[src/rtl/rv32_mod_lsu_controller.sv]
// rv32_mod_lsu_controller: load/store sequencer between the core's LSU controls
// and a single-outstanding req/ack data bus. Checks alignment, builds byte
// enables and lane-replicated store data, and aligns/extends load data.
// Optional bus-response timeout is compiled in with `define RV32_LSU_TIMEOUT_EN.
module rv32_mod_lsu_controller #(
  parameter int TIMEOUT_CYCLES = 255
) (
  input  logic        clk,
  input  logic        rstn,
  input  logic        lsu_valid,
  input  logic [3:0]  ram_req,
  input  logic        ram_wr,
  input  logic [31:0] addr,
  input  logic [31:0] wdata,
  output logic        stall,
  output logic        done,
  output logic [31:0] rdata,
  output logic        fault_align,
  output logic        fault_bus,
  output logic        bus_req,
  output logic        bus_we,
  output logic [31:0] bus_addr,
  output logic [3:0]  bus_be,
  output logic [31:0] bus_wdata,
  input  logic        bus_ack,
  input  logic        bus_err,
  input  logic [31:0] bus_rdata
);

  typedef enum logic [1:0] {IDLE, BUS, RESP} state_t;

  state_t      state, state_nx;
  logic [2:0]  f3;
  logic [2:0]  f3_q;
  logic [1:0]  off_q;
  logic        legal;
  logic        timeout_hit;
  logic        unused_bits;

  assign f3 = ram_req[2:0];
  // Bit 3 of the width code carries no meaning for this unit.
  assign unused_bits = ram_req[3];

  // Legal width/sign code for the access direction and the address offset.
  function automatic logic access_legal(input logic [2:0] code, input logic wr,
                                        input logic [1:0] off);
    case (code)
      3'b000:  access_legal = 1'b1;
      3'b001:  access_legal = ~off[0];
      3'b010:  access_legal = (off == 2'b00);
      3'b100:  access_legal = ~wr;
      3'b101:  access_legal = ~wr & ~off[0];
      default: access_legal = 1'b0;
    endcase
  endfunction

  // Byte enables for the addressed lanes.
  function automatic logic [3:0] be_gen(input logic [2:0] code, input logic [1:0] off);
    case (code[1:0])
      2'b00:   be_gen = 4'b0001 << off;
      2'b01:   be_gen = 4'b0011 << off;
      default: be_gen = 4'b1111;
    endcase
  endfunction

  // Store data replicated across all lanes so any byte enable picks the right bits.
  function automatic logic [31:0] wdata_rep(input logic [2:0] code, input logic [31:0] d);
    case (code[1:0])
      2'b00:   wdata_rep = {4{d[7:0]}};
      2'b01:   wdata_rep = {2{d[15:0]}};
      default: wdata_rep = d;
    endcase
  endfunction

  // Shift the addressed lane down and sign- or zero-extend it.
  function automatic logic [31:0] load_align(input logic [2:0] code, input logic [1:0] off,
                                             input logic [31:0] d);
    logic [31:0] sh;
    sh = d >> {off, 3'b000};
    case (code)
      3'b000:  load_align = {{24{sh[7]}}, sh[7:0]};
      3'b001:  load_align = {{16{sh[15]}}, sh[15:0]};
      3'b100:  load_align = {24'h0, sh[7:0]};
      3'b101:  load_align = {16'h0, sh[15:0]};
      default: load_align = sh;
    endcase
  endfunction

  assign legal = access_legal(f3, ram_wr, addr[1:0]);

`ifdef RV32_LSU_TIMEOUT_EN
  localparam int CNT_W = ($clog2(TIMEOUT_CYCLES + 1) > 8) ? $clog2(TIMEOUT_CYCLES + 1) : 8;
  logic [CNT_W-1:0] cnt;

  // Count cycles spent waiting for a bus response; cleared outside BUS.
  always_ff @(posedge clk or negedge rstn) begin
    if (!rstn)              cnt <= '0;
    else if (state == BUS)  cnt <= cnt + 1'b1;
    else                    cnt <= '0;
  end

  assign timeout_hit = (state == BUS) && (cnt == CNT_W'(TIMEOUT_CYCLES - 1));
`else
  logic unused_timeout;
  assign unused_timeout = TIMEOUT_CYCLES[0];
  assign timeout_hit    = 1'b0;
`endif

  // State register.
  always_ff @(posedge clk or negedge rstn) begin
    if (!rstn) state <= IDLE;
    else       state <= state_nx;
  end

  // Next-state logic: RESP always lasts exactly one cycle.
  always_comb begin
    state_nx = state;
    case (state)
      IDLE: if (lsu_valid) state_nx = legal ? BUS : RESP;
      BUS:  if (bus_err || bus_ack || timeout_hit) state_nx = RESP;
      RESP: state_nx = IDLE;
      default: state_nx = IDLE;
    endcase
  end

  assign stall = ((state == IDLE) && lsu_valid) || (state == BUS);
  assign done  = (state == RESP);

  // Launch the bus transaction, hold it during BUS, capture the response.
  always_ff @(posedge clk or negedge rstn) begin
    if (!rstn) begin
      bus_req     <= 1'b0;
      bus_we      <= 1'b0;
      bus_addr    <= '0;
      bus_be      <= '0;
      bus_wdata   <= '0;
      rdata       <= '0;
      fault_align <= 1'b0;
      fault_bus   <= 1'b0;
      f3_q        <= '0;
      off_q       <= '0;
    end else begin
      case (state)
        IDLE: begin
          if (lsu_valid) begin
            if (legal) begin
              bus_req   <= 1'b1;
              bus_we    <= ram_wr;
              bus_addr  <= {addr[31:2], 2'b00};
              bus_be    <= be_gen(f3, addr[1:0]);
              bus_wdata <= wdata_rep(f3, wdata);
              f3_q      <= f3;
              off_q     <= addr[1:0];
            end else begin
              fault_align <= 1'b1;
              rdata       <= '0;
            end
          end
        end
        BUS: begin
          if (bus_err || timeout_hit) begin
            bus_req   <= 1'b0;
            fault_bus <= 1'b1;
            rdata     <= '0;
          end else if (bus_ack) begin
            bus_req <= 1'b0;
            rdata   <= bus_we ? 32'h0 : load_align(f3_q, off_q, bus_rdata);
          end
        end
        RESP: begin
          fault_align <= 1'b0;
          fault_bus   <= 1'b0;
          rdata       <= '0;
        end
        default: bus_req <= 1'b0;
      endcase
    end
  end

endmodule
[config.mk]
export PLATFORM = sky130hd
export DESIGN_NAME = rv32_mod_lsu_controller
export DESIGN_NICKNAME = d
export VERILOG_FILES = /design/src/rtl/rv32_mod_lsu_controller.sv
export SDC_FILE = /design/constraint.sdc
export NUM_CORES = 1
export LEC_CHECK = 0
export CORE_MARGIN = 2
export CORE_UTILIZATION = 30
export CTS_CLUSTER_SIZE = 30
export DETAILED_ROUTE_END_ITERATION = 16
export RECOVER_POWER = 100
export SLEW_MARGIN = 5
export SYNTH_ARGS = -nofsm -noshare
export SYNTH_HDL_FRONTEND = slang
export SYNTH_SLANG_ARGS = --single-unit
[constraint.sdc]
create_clock -name clk -period 3.09 [get_ports clk]
set_input_delay 0.4635 -clock clk [delete_from_list [all_inputs] [get_ports clk]]
set_output_delay 0.4635 -clock clk [all_outputs]
set_load 0.03 [all_outputs]
==> flow_summary.ini <==
[placement]
port_buffers = 208
dp_slack_ns = 0.3398
hpwlAfterDp_um = 10560
place.gp.congestion = 0.7973

[power]
peakVddDrop_uv = 329.0
p_leak_nw = 3.354
power.density_nw_per_um2 = 705.9

[timing]
rsz0062_at_grt = no
slew_headroom = 0.05826
layout_min_cycle_time_ns = 2.521
clock_skew_ns = 0.005277
finalHoldViolCount = 0
setup_viol_count_final = 0
finalSetupTns_ns = 0
worstMarginPinSlew_ns = 1.413
fin_ws_ns = 0.5692
fin_crit_sh = 0.8158
fmax_ghz = 0.3967
slew_viol_final = 0

[detailed_routing]
num_vias = 4127
wl_per_cell_um = 17.06
drc_errors = 0
wirelength_um = 14400
vias_per_cell = 4.890
drtIter0Drc = 201
dr.pass1.iters = 4
detail-route-antenna-nets = 0

[clocking]
cts_setup_buffers = 0
clk_latency_ns = 0.35
clk_pin_slew_ns = 0.07
htreeDepth = 3
cts-root-buf = clkbuf_16
cts_buffer_depth = 2
post_cts_resize_count = 0
cts_buffers = 9
cts-hold-fix-buffers = 0
tritoncts = done
cts_num_sinks = 109

[finish]
nFillCells = 1516
nets = 725
drive_above_1_share = 0.1394
antennaDiodeCount = 0
area_growth_pct = 51.73

[floorplanning]
core-area_um2 = 16410
fp.dieW_um = 133.1
start_util = 0.3046
fp-row-count = 47
die_h_um = 133.1
die-area_um2 = 17710
ioPinCount = 212

[outcome]
status = complete, no violations

[hold_path]
hold_class = input port to asynchronous set/reset pin

[grt]
grt_pass1_vias = 4169
grt_antenna_before_repair = 0
grt_pass1_wl_um = 23070
overflow = 0
grt_max_degree = 62
track_usage = 0.1652

[critical_path]
path_class = input port to register
arrival_ns = 2.75
r2r-end = rdata[26]$_DFFE_PN0P_
crit_family = buffers and inverters
r2r_slack_ns = 0.81
critical_path_buf_inv_count = 2
cp_slowest_cell = dlygate4sd3_1
cp-end-kind = register
cp.required_ns = 3.32
cp_cell_sequence = dlygate4sd3_1, nor4_1, o21ai_4, clkbuf_2, mux2_2
cp_max_fo = 42
rr_worst_depth = 5
startpoint_type = input port
r2r-start = off_q[0]$_DFFE_PN0P_
cpPeakStageDelay_ns = 0.63

[run]
cap_violations = 0

[synth]
ys_types = 35
yosysWarningCount = 0
ys_seq_elements = 109
yosysSeqAreaShare = 0.5458
syn_inst = 421
syn_area_per_cell_um2 = 11.87
netlist_area_um2 = 4997
metal layers:
layer | up-vias | track usage | wire [µm]
li1 | 1924 | - | -
met1 | 2013 | 0.2064 | 6000
met4 | 0 | 0.05795 | 200
met5 | - | 0 | 0
met3 | 15 | 0.05900 | 1363
met2 | 175 | 0.2651 | 6836
how the worst max path moves through the flow:
| stage | start | end | depth (start not counted) |
|---|---|---|---|
| floorplan | bus_we$_DFFE_PN0P_ | rdata[24]$_DFFE_PN0P_ | 5 |
| global placement | addr[0] | rdata[29]$_DFFE_PN0P_ | 6 |
| detailed placement | addr[0] | rdata[16]$_DFFE_PN0P_ | 6 |
| CTS | state[1]$_DFFE_PN0P_ | done | 2 |
| global route | addr[0] | bus_addr[16]$_DFFE_PN0P_ | 5 |
| finish | addr[0] | bus_addr[17]$_DFFE_PN0P_ | 5 |
flip-flops by register name, indices dropped and copies added, names as in the netlist:
register,flops
bus_addr,30
bus_be,4
bus_req,1
bus_wdata,32
bus_we,1
f3_q,3
fault_align,1
fault_bus,1
off_q,2
rdata,32
state,2
cells in the final DEF (no fill, tap or decap), types with 3 or more instances in the layout:
master           instances
clkbuf_2                 3
nor2b_1                  3
clkdlybuf4s50_1        100
dlygate4sd3_1          107
nor2_1                  27
o21ai_0                 33
mux2i_1                 39
mux2_2                  51
buf_4                    7
clkbuf_16                9
nand2_1                 35
o2bb2ai_1               20
a221o_1                 16
nor3_1                   3
dfrtp_1                109
a21oi_1                 27
logic make-up (layout without fill, tap and decap cells):
family          Yosys count  in the layout  synth area share
compound gates          107            107            0.1507
buf+inv                  35            237           0.03606
flops                   109            109            0.5458
mux                      91             91            0.1975
simple gates             78             78           0.06910
other cells               1              2         0.0007504
final cells by class:
type / instances / area (µm²) / area share
Clock buffer: 10 / 229.0 / 0.03020
Clock inverter: 6 / 63.81 / 0.008416
Inverter: 2 / 7.507 / 0.0009901
Multi-Input combinational cell: 278 / 2116 / 0.2790
Sequential cell: 109 / 2728 / 0.3597
Tap cell: 220 / 275.3 / 0.03630
Timing Repair Buffer: 219 / 2163 / 0.2853
worst register-to-register path, cell delays in order, from the launching register on:
cell	delay [ns]
dfrtp_1	0.59
nor2b_1	0.59
a2bb2oi_1	0.24
a2111oi_4	0.37
buf_4	0.27
a221o_1	0.15
stage by stage:
stage	power [W]	instance area (µm²)	cells	utilization	hold slack, ns
global route	0.005661	7582	844	0.4621	0.5019
CTS	0.005575	7606	844	0.4636	0.1895
finish	0.005353	7582	844	0.4621	0.4274
floorplan	0.003334	5001	422	-	0.1679
detailed placement	0.004386	7313	828	0.4457	0.4712
global placement	0.004353	7313	828	0.4457	0.4617
where the power goes:
| group | leakage [nW] | total [W] | switching (W) | internal [W] |
|---|---|---|---|---|
| clock network | 0.138 | 0.00116 | 0.000529 | 0.000628 |
| logic | 1.84 | 0.00222 | 0.00129 | 0.000932 |
| registers | 1.38 | 0.00198 | 0.000210 | 0.00177 |
synth_stat cells, drive strengths merged:
cell type,n,area (µm²)
a31oi,1,6.260
nand2,35,131.4
o22ai,1,6.260
a311oi,1,15.01
nor2,27,101.4
a221o,16,160.2
mux2,51,574.3
buf,23,135.1
o21bai,1,7.510
nor2b,3,18.77
dfrtp,109,2728
or4,1,11.26
a2111oi,2,42.54
o2bb2ai,20,175.2
a21oi,27,135.1
inv,2,7.510
or2,2,12.51
o21ai,34,170.2
a22o,2,17.52
clkbuf,10,37.54
mux4,1,22.52
nor3b,2,20.02
nor4,2,12.51
a221oi,1,8.760
a2bb2oi,1,8.760
mux2i,39,390.4
nor3,4,25.02
nand2b,2,12.51
conb,1,3.750
Power figures use the tool's default switching activity.
